$ cat src/rtl/seg7_leitor.sv
// Seven-segment pattern reader: it waits until a pattern has been stable for
// STABLE_CYCLES samples, then decodes it into a 5-bit code or flags it as blank or illegal.
module seg7_leitor #(
  parameter int STABLE_CYCLES = 4
) (
  input  logic       clock,
  input  logic       reset_n,
  input  logic       enable,
  input  logic [6:0] display,
  output logic [4:0] estado,
  output logic       valido,
  output logic       travado,
  output logic       erro,
  output logic       apagado,
  output logic [1:0] fsm_state
);

  localparam logic [1:0] VAZIO   = 2'd0;
  localparam logic [1:0] ESTAB   = 2'd1;
  localparam logic [1:0] TRAVADO = 2'd2;

  localparam logic [3:0] STABLE = 4'(STABLE_CYCLES);

  logic [1:0] state;
  logic [6:0] amostra;
  logic [3:0] cnt;
  logic [3:0] cnt_inc;
  logic       hit;
  logic       blank;
  logic [4:0] code;

  assign cnt_inc   = cnt + 4'd1;
  assign blank     = (amostra == 7'b1111111);
  assign fsm_state = state;

  // Active-low patterns, bit 6 = segment g.
  always_comb begin
    hit  = 1'b1;
    code = 5'h00;
    case (amostra)
      7'b1000000: code = 5'h00;
      7'b1111001: code = 5'h01;
      7'b0100100: code = 5'h02;
      7'b0110000: code = 5'h03;
      7'b0011001: code = 5'h04;
      7'b0010010: code = 5'h05;
      7'b0000010: code = 5'h06;
      7'b1111000: code = 5'h07;
      7'b0000000: code = 5'h08;
      7'b0010000: code = 5'h09;
      7'b0001000: code = 5'h0A;
      7'b0000011: code = 5'h0B;
      7'b1000110: code = 5'h0C;
      7'b0100001: code = 5'h0D;
      7'b0000110: code = 5'h0E;
      7'b0001110: code = 5'h0F;
      7'b1111110: code = 5'h10;
      7'b1111101: code = 5'h11;
      7'b1111011: code = 5'h12;
      7'b1110111: code = 5'h13;
      7'b1101111: code = 5'h14;
      7'b1011111: code = 5'h15;
      7'b0111111: code = 5'h16;
      7'b1111100: code = 5'h17;
      7'b1110011: code = 5'h18;
      7'b1100111: code = 5'h19;
      7'b1001111: code = 5'h1A;
      7'b0011111: code = 5'h1B;
      7'b1110001: code = 5'h1C;
      7'b1100011: code = 5'h1D;
      7'b1000111: code = 5'h1E;
      7'b0001111: code = 5'h1F;
      default:    hit  = 1'b0;
    endcase
  end

  // valido is a single-cycle strobe on the accepting edge; there is no
  // back-pressure, so a consumer must capture estado on that same cycle.
  always_ff @(posedge clock or negedge reset_n) begin
    if (!reset_n) begin
      state   <= VAZIO;
      amostra <= 7'b1111111;
      cnt     <= 4'd0;
      estado  <= 5'h00;
      valido  <= 1'b0;
      travado <= 1'b0;
      erro    <= 1'b0;
      apagado <= 1'b0;
    end else begin
      valido <= 1'b0;
      if (enable) begin
        // An unknown state encoding is handled like VAZIO so it recovers.
        if ((state != ESTAB && state != TRAVADO) || display != amostra) begin
          amostra <= display;
          cnt     <= 4'd1;
          state   <= ESTAB;
          travado <= 1'b0;
        end else if (state == ESTAB) begin
          cnt <= cnt_inc;
          if (cnt_inc == STABLE) begin
            state   <= TRAVADO;
            travado <= 1'b1;
            valido  <= hit;
            if (hit) begin
              estado  <= code;
              erro    <= 1'b0;
              apagado <= 1'b0;
            end else begin
              erro    <= !blank;
              apagado <= blank;
            end
          end
        end
      end
    end
  end

endmodule

$ cat config.mk
export PLATFORM = sky130hd
export DESIGN_NAME = seg7_leitor
export DESIGN_NICKNAME = d
export VERILOG_FILES = /design/src/rtl/seg7_leitor.sv
export SDC_FILE = /design/constraint.sdc
export NUM_CORES = 1
export LEC_CHECK = 0
export ABC_AREA = 0
export CORE_AREA = 2 2 60 62
export CTS_BUF_LIST = sky130_fd_sc_hd__clkbuf_4
export DETAILED_ROUTE_END_ITERATION = 7
export DIE_AREA = 0 0 62 64
export PLACE_DENSITY = 0.84
export SYNTH_ARGS = -nofsm -noshare
export SYNTH_HDL_FRONTEND = slang
export SYNTH_SLANG_ARGS = --single-unit
$ cat constraint.sdc
create_clock -name clock -period 5.96 [get_ports clock]
set_input_delay 0.894 -clock clock [delete_from_list [all_inputs] [get_ports clock]]
set_output_delay 0.894 -clock clock [all_outputs]
set_load 0.05 [all_outputs]
After elaboration in Yosys (flattened, before gate mapping) --
Cells that the tools add are included.
Word-level totals: bits in registers 22
Cells by class: add/sub/neg operators 1, equality and inequality tests 37, mux-type cells 16, bitwise gates (word level) 1, reductions and logical operators 12
Operators by type and width (number):
- 5-bit case mux with 31 select lines | 1
- 7-bit equality test, second input constant | 18
- 32-bit OR reduction | 1
- 7-bit by 5-bit equality test with 1-bit output, second input constant | 4
- 7-bit by 6-bit equality test with 1-bit output, second input constant | 4
- 7-bit by 4-bit equality test with 1-bit output, second input constant | 3
- 7-bit by 2-bit equality test with 1-bit output, second input constant | 2
- 1-bit two-way mux | 10
- 4-bit two-way mux | 2
- 7-bit by 3-bit equality test with 1-bit output, second input constant | 1
- 7-bit zero test | 1
- 7-bit inequality test | 1
- 2-bit two-way mux | 3
- 5-bit AND reduction | 1
- 4-bit by 1-bit adder with 4-bit output, second input constant | 1
- 4-bit by 3-bit equality test with 1-bit output, second input constant | 1
- 2-bit AND reduction | 2
- 4-bit AND reduction | 1
- 2-bit nonzero test | 2
- 3-bit AND reduction | 1
- 2-bit by 1-bit equality test with 1-bit output, second input constant | 1
- 2-bit by 1-bit inequality test with 1-bit output, second input constant | 1
- 2-bit inequality test, second input constant | 1
- 1-bit logical AND | 1
- 3 further kinds | 3

Longest topological paths before layout --
word-level depth 7, gate-level depth with buffers 8, mapped depth without buffers 7

Worst setup path after synthesis --
Ideal clock, no wire load.
path type in2reg, start in enable, end reg estado[0], library setup time 0.128 ns, data arrival time 2.251 ns, data required time 5.832 ns, slack 3.581 ns, stages 6, cells stage by stage clkbuf_1 nand2_1 nor3_1 nand3_2 a21oi_4 mux2_1
Between the ends: word-level cells in the longest chain between the ends 1
RTL lines:
- start, declared | line 8 | input logic enable,
- 5-bit AND reduction (no source line)
- end signal, assigned | line 105 | estado <= code;
- end, declared | line 10 | output logic [4:0] estado,
Every way passes these cells. A chain may end at the register's enable or synchronous reset.

Worst setup path after layout --
start in enable, end reg estado[1]
The elaborated chain is that of the path after synthesis.

==> flow_summary.json <==
{
  "synth_area_leader_cell": "sky130_fd_sc_hd__dfrtp_1",
  "holdPathStages": 1,
  "post_syn_area_sq_um": 1740,
  "critical_path_arrival_ps": 3090,
  "pin_count_of_the_biggest_net_entering_global_routing": 24,
  "count_of_buffers_added_by_post_cts_timing_repair_for_setup": 0,
  "final_period_util_pct": 48.6,
  "worst-r2r-cell-count": 6,
  "grt_setup_unrepaired": "false",
  "synth-seq-area-share_pct": 30.7,
  "most_numerous_cell_in_the_yosys_netlist": "sky130_fd_sc_hd__o21ai_0",
  "finalNonFillerCells": 244,
  "ant_nets": 0,
  "hold_buffers": 0,
  "worst_clock_skew_ps": 4.31,
  "dpl.cell_count": 240,
  "power.leakage_nw": 0.706,
  "achievable-frequency_mhz": 345,
  "ys_warn_count": 0,
  "route.detailed.drc": 0,
  "max_cap_viol_count": 0,
  "die_span_x_microns": 62,
  "synth_commonest_cells": "20 x sky130_fd_sc_hd__o21ai_0, 17 x sky130_fd_sc_hd__nand2_1, 14 x sky130_fd_sc_hd__dfrtp_1, 12 x sky130_fd_sc_hd__nor2_1, 8 x sky130_fd_sc_hd__xor2_1",
  "ff2ff_setup_slack_ps": 3470,
  "number_of_distinct_standard_cells_referenced_by_the_synthesized_netlist": 58,
  "clkLatencyLatePin_ps": 310,
  "critical_path.startpoint": "enable",
  "antenna_violations_before_repair": 0,
  "tightestPinTransition_ps": 892,
  "die_h_microns": 64,
  "yosys-mux-area-fraction_pct": 5.18,
  "cts_htree_levels": 1,
  "hold-path-endpoint": "estado[2]",
  "number_of_clock_buffers_inserted_by_tritoncts": 3,
  "simple_logic_cell_fraction_of_the_synthesized_area_pct": 25.7,
  "die_area_sq_um": 3970,
  "layout_min_cycle_time_ps": 2900,
  "clock_buffer_depth": 2,
  "critPathLaunchType": "input port",
  "core_region_area_sq_um": 3280,
  "synth_flop_cell": "sky130_fd_sc_hd__dfrtp_1",
  "tns_ps": 0,
  "required_ps": 6160,
  "layout-drive-gt1-share_pct": 15.2,
  "post-layout-total-power_uw": 339,
  "initial_core_util_pct": 53.0,
  "timing.setup.critical_path_class": "in2reg",
  "floorplan.rows": 21,
  "synth_to_final_area_change_pct": 8.63,
  "place.gp.congestion": 0.888,
  "holdCritStartpoint": "estado[2]",
  "hold_path.class": "reg2reg",
  "post_drt_via_cell_ratio": 6.09,
  "cts_tree": "built",
  "crit-reg2reg-launch": "amostra[2]",
  "clk_root_buffer_cell": "sky130_fd_sc_hd__clkbuf_4",
  "insertedDiodeCount": 0,
  "power.ir.vdd_worst_mv": 0.137,
  "syn_inst": 191,
  "synth_edf_count": 0,
  "grt_overflow_total": 0,
  "synth_largest_type_area_fraction_pct": 20.1,
  "post-dp-hpwl_microns": 2680,
  "yosys.area_share.adder_pct": 1.44,
  "via_count_of_the_first_global_routing_pass": 1336,
  "postSynthNetCount": 203,
  "first_pass_grt_wire_length_microns": 6290,
  "timing.rr.end": "estado[1]",
  "numPortBuffers": 20,
  "yosys_register_bits": 21,
  "hold_violations": 0,
  "synth_compound_area_share_pct": 22.2,
  "wl_per_cell_microns": 15.1,
  "run_status": "completed",
  "synth_top_cells_by_area": "sky130_fd_sc_hd__dfrtp_1 20%, sky130_fd_sc_hd__dfstp_2 11%, sky130_fd_sc_hd__o21ai_0 5.8%",
  "first_pass_iteration_count_of_the_detailed_router": 4,
  "dr.first_iter.drc_count": 108,
  "number_of_clock_sinks_seen_by_cts": 21,
  "gr-usage-all-layers_pct": 20.8,
  "postCtsResizedCells": 0,
  "cellPowerDensity_nw_per_um2": 179,
  "timing.max_slew.rel_slack_pct": 40.3,
  "setup_viol_count_final": 0,
  "timing_max_transition_violations_final": 0,
  "synth_xor_xnor_area_share_pct": 5.54,
  "timing.hold.ws_ps": 501,
  "synth.avg_cell_area_sq_um": 9.11,
  "critical_path.max_fanout": 16,
  "nNetsFinal": 211,
  "dominant_combinational_cell_family_by_area_after_synthesis": "simple AND/OR/NAND/NOR gates",
  "cts.reportedPaths.clkPinSlew_ps": 110,
  "critPathCaptureType": "flip-flop",
  "vias": 1486,
  "pin_count": 21,
  "detail_route.wirelength_microns": 3690,
  "asyncSetResetFlopFracSynth_pct": 100
}
critical path, stage by stage:
cell and delay [ps]:
sky130_fd_sc_hd__clkdlybuf4s50_1 790, sky130_fd_sc_hd__nand2_1 190, sky130_fd_sc_hd__nor3_1 390, sky130_fd_sc_hd__nand3_2 250, sky130_fd_sc_hd__a21oi_4 240, sky130_fd_sc_hd__mux2_1 340
layout by cell type (no fill, tap or decap), types with 2 or more instances in the layout:
master	n
sky130_fd_sc_hd__o21a_1	2
sky130_fd_sc_hd__or3_1	2
sky130_fd_sc_hd__nor2_1	12
sky130_fd_sc_hd__ha_1	2
sky130_fd_sc_hd__o31ai_1	2
sky130_fd_sc_hd__or4b_1	2
sky130_fd_sc_hd__a2bb2oi_1	2
sky130_fd_sc_hd__nand3_2	2
sky130_fd_sc_hd__or2_1	2
sky130_fd_sc_hd__a21oi_1	6
sky130_fd_sc_hd__nand4_1	3
sky130_fd_sc_hd__a31oi_1	3
sky130_fd_sc_hd__inv_1	7
sky130_fd_sc_hd__dfrtp_1	14
sky130_fd_sc_hd__xor2_1	8
sky130_fd_sc_hd__clkdlybuf4s50_1	20
sky130_fd_sc_hd__nand2_1	17
sky130_fd_sc_hd__mux2_2	5
sky130_fd_sc_hd__dfstp_2	7
sky130_fd_sc_hd__o21ai_0	20
sky130_fd_sc_hd__clkbuf_4	3
sky130_fd_sc_hd__nand2b_1	3
sky130_fd_sc_hd__nand3b_1	5
sky130_fd_sc_hd__xnor2_1	3
sky130_fd_sc_hd__nor4_1	6
sky130_fd_sc_hd__nand4bb_1	2
sky130_fd_sc_hd__mux2_1	3
sky130_fd_sc_hd__nor3_1	6
kinds of logic (layout without fill, tap and decap cells):
logic type	after synthesis	in the layout
simple gates	73	73
compound gates	52	52
buf+inv	24	31
flops	21	21
xor+xnor	11	11
mux	8	8
fa+ha+maj	2	2
area by class of cell:
cell class	instances	area, sq um
well taps	46	57.6
flip-flops and latches	21	534
clock inverters	1	5.00
repair buffers	20	200
multi-input cells	146	1040
fillers	276	1400
inverters	7	26.3
clock buffers	3	22.5
per-stage QoR:
stage / setup slack [ps] / cell area (sq um) / util (%)
global placement: 2850 / 1860 / 56.7
finish: 3060 / 1890 / 57.5
detailed placement: 2730 / 1860 / 56.7
CTS: 3060 / 1890 / 57.5
global route: 2830 / 1890 / 57.5
floorplan: 3580 / 1740 / -
sequential cells by signal (all words and copies together), names as in the netlist:
name and count:
estado 5, cnt 4, valido 1, travado 1, fsm_state 1, amostra 7
erro 1, apagado 1
where the power goes:
group	leakage [nW]	internal, mW	switching (mW)
clock network	0.0177	0.0251	0.0420
logic	0.429	0.0401	0.0472
registers	0.259	0.155	0.0297
total	0.706	0.220	0.119
layer usage:
metal  vias to the layer above  track usage, %  share of wire, %
li1                        713               -                 -
met1                       700            31.5                45
met2                        68            30.2                47
met3                         5            2.43               6.1
met4                         0            7.18               1.3
met5                         -               0                 0
worst max-delay path by stage:
stage / end / slack (ps) / cells after the start
2_1_floorplan: estado[0] / 3580 / 6
3_3_place_gp: estado[1] / 2850 / 6
3_5_place_dp: estado[1] / 2730 / 6
4_1_cts: estado[1] / 3060 / 6
5_1_grt: estado[2] / 2830 / 6
6_report: estado[1] / 3060 / 6
Note: power is estimated with default switching activity, not from simulation.
